<file path="config.mk">
export PLATFORM = sky130hd
export DESIGN_NAME = axis_pkt_fifo
export DESIGN_NICKNAME = d
export VERILOG_FILES = /design/src/rtl/axi_pkg.sv /design/src/rtl/axis_fifo_mem.sv /design/src/rtl/axis_pkt_fifo.sv
export SDC_FILE = /design/constraint.sdc
export NUM_CORES = 2
export LEC_CHECK = 0
export CELL_PAD_IN_SITES_DETAIL_PLACEMENT = 1
export CELL_PAD_IN_SITES_GLOBAL_PLACEMENT = 1
export CORE_ASPECT_RATIO = 1.1
export CORE_MARGIN = 2
export CORE_UTILIZATION = 57
export CTS_BUF_LIST = sky130_fd_sc_hd__clkbuf_8
export CTS_CLUSTER_DIAMETER = 30
export CTS_CLUSTER_SIZE = 25
export DETAILED_ROUTE_END_ITERATION = 12
export PLACE_DENSITY_LB_ADDON = 0.3
export SYNTH_ARGS = -nofsm -noshare
export SYNTH_HDL_FRONTEND = slang
export SYNTH_MEMORY_MAX_BITS = 65536
export SYNTH_SLANG_ARGS = --single-unit
</file>
<file path="constraint.sdc">
create_clock -name clk -period 10.4 [get_ports clk]
set_clock_uncertainty 0.1 [all_clocks]
set_input_delay 1.04 -clock clk [delete_from_list [all_inputs] [get_ports clk]]
set_output_delay 1.04 -clock clk [all_outputs]
set_load 0.02 [all_outputs]
</file>
<file path="src/rtl/axi_pkg.sv">
// rtl/axi_pkg.sv - AXI-Stream beat types shared by the DMA-side buffering blocks.
package axi_pkg;

    typedef logic [255:0] data_256_t;
    typedef logic [31:0]  keep_32_t;

    typedef struct packed {
        data_256_t tdata;
        keep_32_t  tkeep;
        logic      tlast;
    } axis_beat_t;

endpackage

</file>
<file path="src/rtl/axis_fifo_mem.sv">
// rtl/axis_fifo_mem.sv - FIFO storage: one synchronous write port, one asynchronous read port, no reset.
module axis_fifo_mem
    import axi_pkg::*;
#(
    parameter int WIDTH = $bits(axis_beat_t),
    parameter int DEPTH = 16
) (
    input  logic                     clk,
    input  logic                     i_we,
    input  logic [$clog2(DEPTH)-1:0] i_waddr,
    input  logic [WIDTH-1:0]         i_wdata,
    input  logic [$clog2(DEPTH)-1:0] i_raddr,
    output logic [WIDTH-1:0]         o_rdata
);

    logic [WIDTH-1:0] r_mem [DEPTH];

    always_ff @(posedge clk) begin
        if (i_we) begin
            r_mem[i_waddr] <= i_wdata;
        end
    end

    assign o_rdata = r_mem[i_raddr];

endmodule

</file>
<file path="src/rtl/axis_pkt_fifo.sv">
// rtl/axis_pkt_fifo.sv - AXI-Stream FIFO with tkeep/tlast, occupancy outputs and optional store-and-forward.
module axis_pkt_fifo
    import axi_pkg::*;
#(
    parameter int  DATA_WIDTH       = 256,
    parameter int  DEPTH            = 16,
    parameter int  PROG_FULL_THRESH = 12,
    parameter int  PACKET_MODE      = 0,
    parameter type data_t           = data_256_t
) (
    input  logic                    clk,
    input  logic                    rstn,
    input  data_t                   s_axis_tdata,
    input  logic [DATA_WIDTH/8-1:0] s_axis_tkeep,
    input  logic                    s_axis_tlast,
    input  logic                    s_axis_tvalid,
    output logic                    s_axis_tready,
    output data_t                   m_axis_tdata,
    output logic [DATA_WIDTH/8-1:0] m_axis_tkeep,
    output logic                    m_axis_tlast,
    output logic                    m_axis_tvalid,
    input  logic                    m_axis_tready,
    output logic [$clog2(DEPTH):0]  count,
    output logic [$clog2(DEPTH):0]  pkt_count,
    output logic                    prog_full,
    output logic                    empty
);

    localparam int AW = $clog2(DEPTH);
    localparam int CW = AW + 1;
    localparam logic [CW-1:0] FULL_CNT = CW'(DEPTH);
    localparam logic [CW-1:0] PF_CNT   = CW'(PROG_FULL_THRESH);

    typedef struct packed {
        data_t                   tdata;
        logic [DATA_WIDTH/8-1:0] tkeep;
        logic                    tlast;
    } beat_t;

    logic [AW-1:0] r_wr_ptr;
    logic [AW-1:0] r_rd_ptr;
    logic [CW-1:0] r_count;
    logic [CW-1:0] r_pkt_count;
    logic          r_release;
    logic          r_tready;

    beat_t         w_wr_beat;
    beat_t         w_rd_beat;
    logic          w_wr;
    logic          w_rd;
    logic          w_wr_last;
    logic          w_rd_last;
    logic          w_valid;
    logic [CW-1:0] w_count_nxt;
    logic [CW-1:0] w_pkt_nxt;

    assign w_wr_beat = {s_axis_tdata, s_axis_tkeep, s_axis_tlast};

    axis_fifo_mem #(
        .WIDTH ($bits(beat_t)),
        .DEPTH (DEPTH)
    ) u_mem (
        .clk     (clk),
        .i_we    (w_wr),
        .i_waddr (r_wr_ptr),
        .i_wdata (w_wr_beat),
        .i_raddr (r_rd_ptr),
        .o_rdata (w_rd_beat)
    );

    // Packet mode holds the head back until a whole packet is resident, unless the
    // FIFO filled without one (oversize packet), in which case it drains cut-through.
    assign w_valid = (r_count != '0) &&
                     ((PACKET_MODE == 0) || (r_pkt_count != '0) ||
                      (r_count == FULL_CNT) || r_release);

    assign w_wr      = s_axis_tvalid && r_tready;
    assign w_rd      = w_valid && m_axis_tready;
    assign w_wr_last = w_wr && s_axis_tlast;
    assign w_rd_last = w_rd && w_rd_beat.tlast;

    assign w_count_nxt = r_count + CW'(w_wr) - CW'(w_rd);
    assign w_pkt_nxt   = r_pkt_count + CW'(w_wr_last) - CW'(w_rd_last);

    always_ff @(posedge clk or negedge rstn) begin
        if (!rstn) begin
            r_wr_ptr    <= '0;
            r_rd_ptr    <= '0;
            r_count     <= '0;
            r_pkt_count <= '0;
            r_release   <= 1'b0;
            r_tready    <= 1'b0;
        end else begin
            if (w_wr) begin
                r_wr_ptr <= r_wr_ptr + AW'(1);
            end
            if (w_rd) begin
                r_rd_ptr <= r_rd_ptr + AW'(1);
            end
            r_count     <= w_count_nxt;
            r_pkt_count <= w_pkt_nxt;
            r_tready    <= (w_count_nxt != FULL_CNT);
            if (r_count == FULL_CNT && r_pkt_count == '0) begin
                r_release <= 1'b1;
            end else if (w_rd_last || r_count == '0) begin
                r_release <= 1'b0;
            end
        end
    end

    assign s_axis_tready = r_tready;
    assign m_axis_tvalid = w_valid;
    assign m_axis_tdata  = w_rd_beat.tdata;
    assign m_axis_tkeep  = w_rd_beat.tkeep;
    assign m_axis_tlast  = w_rd_beat.tlast;
    assign count         = r_count;
    assign pkt_count     = r_pkt_count;
    assign prog_full     = (r_count >= PF_CNT);
    assign empty         = (r_count == '0);

endmodule

</file>
-- Yosys cells after proc, flatten, opt, wreduce, memory -nomap -nowiden
Memory sizes are Yosys's and may differ from the RTL's.
Cells that the tools add are included.
W data, S select, Z words.
- logic and storage cells: 22
- memory bits (writable): 4624
- bits in registers: 19
- output and inout port bits: 303
- memories: 1
- bits of input ports: 293
- add/subtract/negate cells: 6
- equal/unequal tests: 1
- magnitude comparators: 1
- mux-type cells: 2
- reduce and logical (&&, ||, !) cells: 6
- memory list (memory ; depth ; width ; read ports ; clocked after memory_dff ; wr ports ; line ; text):
    u_mem.r_mem ; 16 ; 289 ; 1 ; 0 ; 1 ; axis_fifo_mem.sv:16 ; logic [WIDTH-1:0] r_mem [DEPTH];
- operators by type and width (kind ; number):
    $add A5 B1 Y5 ; 2
    $sub A5 B1 Y5 ; 2
    $add A4 B1 Y4 const B ; 2
    $ge A5 B4 Y1 const B ; 1
    $logic_not A5 Y1 ; 1
    $ne A5 B5 Y1 const B ; 1
    $reduce_bool A5 Y1 ; 1
    $logic_and A1 B1 Y1 ; 4
    $mux W1 ; 2

-- Longest topological paths before layout
- depth in word-level cells: 4
- depth in mapped cells: 16
- gate-level depth less buffers: 15

-- By module
From an unflattened synthesis, not the netlist that was laid out.
- cells, all modules: 7292
- area total of the unflattened synthesis: 174227.1 sq um
- modules (own cells, without submodules) (module ; cells each ; seq. area each (sq um) ; times used ; area an instance (sq um)):
    axis_fifo_mem ; 7203 ; 138853.2 ; 1 ; 173171.1
    axis_pkt_fifo ; 89 ; 475.5 ; 1 ; 1056.0

-- Worst setup path after synthesis
Ideal clock, no wire load.
- path type: input port to flip-flop
- start: input port s_axis_tvalid
- end: memory u_mem.r_mem[10][0] (netlist name) (enable)
- cell stages on the path: 3
- path buffers: 0
- setup slack: 1.557 ns
- library setup time: 0.686 ns
- data required time: 9.614 ns
- arrival time: 8.056 ns
- cell sequence: nand2_1 nor3b_1 and2_1
- longest elaborated chain between the ends: 3
- RTL lines (what ; line ; text):
    from (decl) ; axis_pkt_fifo.sv:16 ; input logic s_axis_tvalid,
    $logic_and A1 B1 Y1 ; axis_pkt_fifo.sv:77 ; assign w_wr = s_axis_tvalid && r_tready;
    $mux W1 ; axis_fifo_mem.sv:19 ; if (i_we) begin
    $mux W1 (not written as such) ; axis_fifo_mem.sv:20 ; r_mem[i_waddr] <= i_wdata;
    to (decl) ; axis_fifo_mem.sv:16 ;
Every way passes these cells.

==> metrics.log <==
[metrics] path type of the worst min-delay path: input pin to async pin
[metrics] GRT Overall Usage: 0.2995
[metrics] slew at the pin closest to its max-slew limit: 1297 ps
[metrics] total congestion overflow: 0
[metrics] MaxCap Viol Count: 0
[metrics] cells after synthesis: 7164
[metrics] IO buf count: 595
[metrics] Final Power: 59.23 mW
[metrics] status: finished clean
[metrics] CTS Root Buffer Type: sky130_fd_sc_hd__clkbuf_8
[metrics] growth of design area from synthesis to finish: 15.82%
[metrics] Post-CTS Setup Bufs: 0
[metrics] dominant synthesized flop cell: sky130_fd_sc_hd__edfxtp_1
[metrics] leakage power of the design: between 60 and 70 nW
[metrics] number of enable flip-flop cells after synthesis: roughly 4600
[metrics] number of levels in the clock H-tree: 6
[metrics] Synth Warn #: 0
[metrics] most frequent cells after synthesis: sky130_fd_sc_hd__edfxtp_1, sky130_fd_sc_hd__mux4_2, sky130_fd_sc_hd__a22oi_1
[metrics] height of the die: between 500 and 600 um
[metrics] cts hold-fix bufs: 0
[metrics] number of hold violations in the final report: 0
[metrics] Power Internal: around 40 mW
[metrics] global-route wire length before repair: roughly 660 mm
[metrics] DRC violations left: 0
[metrics] final-report setup violation count: 0
[metrics] Worst setup EP type: output port
[metrics] highest ir drop seen on vdd: 263.1 uV
[metrics] part of the power in the clock network: 0.291
[metrics] clock sink total: between 4000 and 5000
[metrics] worst reg2reg path startpoint: s_axis_tready
[metrics] Final ANT Viol Nets: 0
[metrics] cell area after synthesis: 173300 um^2
[metrics] highest fanout seen on the critical path: between 70 and 80
[metrics] cell type with the highest aggregate area in the netlist: sky130_fd_sc_hd__edfxtp_1
[metrics] synthesis-stage register bit count: around 4600
[metrics] total wire length: approximately 460 mm
[metrics] sort of element at the start of the critical path: flop
[metrics] mean instance size in the synthesized netlist: 24.19 um^2
[metrics] Site Rows: 212
[metrics] part of the Yosys area used for sequential elements: 0.8041
[metrics] worst-case headroom to the max-slew limit: 0.1354
[metrics] Max Fclk: 148.2 MHz
[metrics] chip width: 529.7 um
[metrics] routed vias/inst: approximately 6.5
[metrics] initial core utilization: 0.5720
[metrics] clock tree buffer depth: 4
[metrics] number of clock buffers inserted by TritonCTS: 716
[metrics] number of iterations in the first detailed-routing pass: 6
[metrics] net count after synthesis: 7477
[metrics] share of post-route cells with drive strength above 1: 0.2816
[metrics] number of cells on the worst reg-to-reg path: 5
[metrics] number of antenna violations at the first check in global routing: between 100 and 150
[metrics] mean routed wirelength per cell: around 35 um
[metrics] CTS tree: built
[metrics] data arrival time of the critical path: about 5600 ps
[metrics] start-to-end type of the worst setup path: flop to output port
[metrics] Synth top area share: 0.8013
[metrics] share of the core filled with cells in the final layout: 0.6625
[metrics] final weighted congestion of routability-driven global placement: 0.7526
[metrics] number of library cell types mapped by synthesis: 37
[metrics] start point of the critical path: r_rd_ptr[0]
[metrics] switching share of power: 0.3320
[metrics] Filler Cell Count: 23650
[metrics] number of global-route vias before repair: 91540
[metrics] setup repair after global routing missed its margin: no
[metrics] least setup slack across all paths after layout: 3652 ps
[metrics] ranking of synthesized cells by area: sky130_fd_sc_hd__edfxtp_1, sky130_fd_sc_hd__mux4_2, sky130_fd_sc_hd__a22oi_1
[metrics] Finished Cell Area: 200700 um^2
[metrics] Reg2Reg Setup Slack: ~6100 ps
[metrics] share of synthesized flip-flops with an asynchronous set or reset: 0.004092
[metrics] share of total power in combinational logic: 0.316
[metrics] post-detailed-placement half-perimeter wirelength: 220.9 mm
[metrics] Post-Place Worst Slack: around 5000 ps
[metrics] violation count after the first detailed-route iteration: 9323
[metrics] endpoint required time on the critical path: 9260 ps
[metrics] via count of the routed design: roughly 84000
[metrics] worst skew pair latency: between 1000 and 1500 ps
[metrics] share of power burned in registers: 0.393
[metrics] clock slew seen by the registers of the worst setup and hold paths: 90 ps
[metrics] Setup crit end: m_axis_tdata[77]
[metrics] summed negative setup slack over all endpoints: 0 ps
[metrics] time the worst path needs with I/O delays and setup: 6748 ps
[metrics] pin count of the biggest net entering global routing: 163
[metrics] top-count cell post-synth: sky130_fd_sc_hd__edfxtp_1
[metrics] number of nets in the final layout: 8523
[metrics] die area: just over 300000 um^2
[metrics] net load switching power: 19.66 mW
[metrics] final worst path period share: 0.6488
[metrics] Top-Level Pins: 596
[metrics] standard cell core area: 302900 um^2
[metrics] total power density per cell area: 295.1 nW/um^2
[metrics] cells resized by post-CTS repair: 0
[metrics] instance area at placement: roughly 180000 um^2
[metrics] number of pins with negative max-slew slack in the final report: 0
[metrics] capture point of the worst reg-to-reg path: u_mem.r_mem[9][160]
[per-layer routing]
metal | GRT usage | part of all wire | vias up
li1 | - | - | 33310
met1 | 0.3832 | 0.36 | 45480
met2 | 0.4919 | 0.51 | 4535
met3 | 0.08200 | 0.093 | 919
met4 | 0.1174 | 0.034 | 98
met5 | 0 | 0.0014 | -
[power by group through the flow]
stage          Sequential [mW]  Combinational [mW]  Clock, mW
5_1_grt                   23.4                19.7       18.2
3_5_place_dp              23.6                18.6          0
2_1_floorplan             23.9                11.3          0
3_3_place_gp              23.4                18.3          0
6_report                  23.3                18.7       17.3
4_1_cts                   23.3                18.9       17.5
[registers in the layout (all words and copies together) (netlist names)]
name and cells:
s_axis_tready 1, r_wr_ptr 4, count 5, pkt_count 5, u_mem.r_mem 4624, r_rd_ptr 4
[layout make-up]
cell class | instances | area, um^2 | share of cell area
inverters | 17 | 63.81 | 0.0003180
repair buffers | 717 | 7572 | 0.03773
clock buffers | 724 | 9965 | 0.04965
multi-input cells | 2115 | 32230 | 0.1606
flip-flops and latches | 4643 | 139300 | 0.6943
clock inverters | 600 | 6307 | 0.03143
diodes | 54 | 135.1 | 0.0006733
well taps | 4066 | 5087 | 0.02535
[how the worst min path moves through the flow]
stage,to,slack [ps],depth (start not counted)
final,r_rd_ptr[1],250,1
after floorplan,r_wr_ptr[2],380,1
after global placement,r_wr_ptr[2],400,1
after detailed placement,pkt_count[0],420,1
after global routing,r_rd_ptr[1],240,1
after CTS,r_rd_ptr[0],180,1
[placed cells by master (no fill, tap or decap), types with 54 or more instances in the layout]
cell type,count
sky130_fd_sc_hd__edfxtp_1,4624
sky130_fd_sc_hd__mux4_2,1154
sky130_fd_sc_hd__clkbuf_8,724
sky130_fd_sc_hd__clkdlybuf4s50_1,595
sky130_fd_sc_hd__a22oi_1,552
sky130_fd_sc_hd__nand2_1,282
sky130_fd_sc_hd__bufinv_16,95
sky130_fd_sc_hd__inv_1,90
sky130_fd_sc_hd__clkinv_2,90
sky130_fd_sc_hd__clkinvlp_4,90
sky130_fd_sc_hd__inv_6,77
sky130_fd_sc_hd__clkinv_1,69
sky130_fd_sc_hd__clkinv_4,67
sky130_fd_sc_hd__buf_4,66
sky130_fd_sc_hd__buf_12,56
sky130_fd_sc_hd__diode_2,54
[cells by family (layout without fill, tap and decap cells)]
group	after synthesis	after routing	share of synthesized area
AND/OR/NAND/NOR	333	333	0.007712
XOR/XNOR	13	13	0.0006571
AO/OA/AOI/OAI	589	589	0.02530
other	0	54	0
adder cells (fa/ha/maj)	20	20	0.001531
flip-flops	4643	4643	0.8041
buffers and inverters	406	2058	0.01038
multiplexers	1160	1160	0.1503
[through the flow]
| stage | cells | hold WS (ps) |
|---|---|---|
| finish | 12940 | 248.1 |
| global route | 12920 | 244.8 |
| detailed placement | 11560 | 421.5 |
| CTS | 12880 | 181.5 |
| global placement | 11560 | 404.6 |
| floorplan | 7164 | 382.4 |
[critical path: stages (launching register included)]
cell and delay (ps):
sky130_fd_sc_hd__dfrtp_4 900, sky130_fd_sc_hd__buf_12 550, sky130_fd_sc_hd__buf_4 910, sky130_fd_sc_hd__mux4_2 630
sky130_fd_sc_hd__a22oi_1 270, sky130_fd_sc_hd__nand2_1 180, sky130_fd_sc_hd__clkdlybuf4s50_1 600
Note: power is estimated with default switching activity, not from simulation.
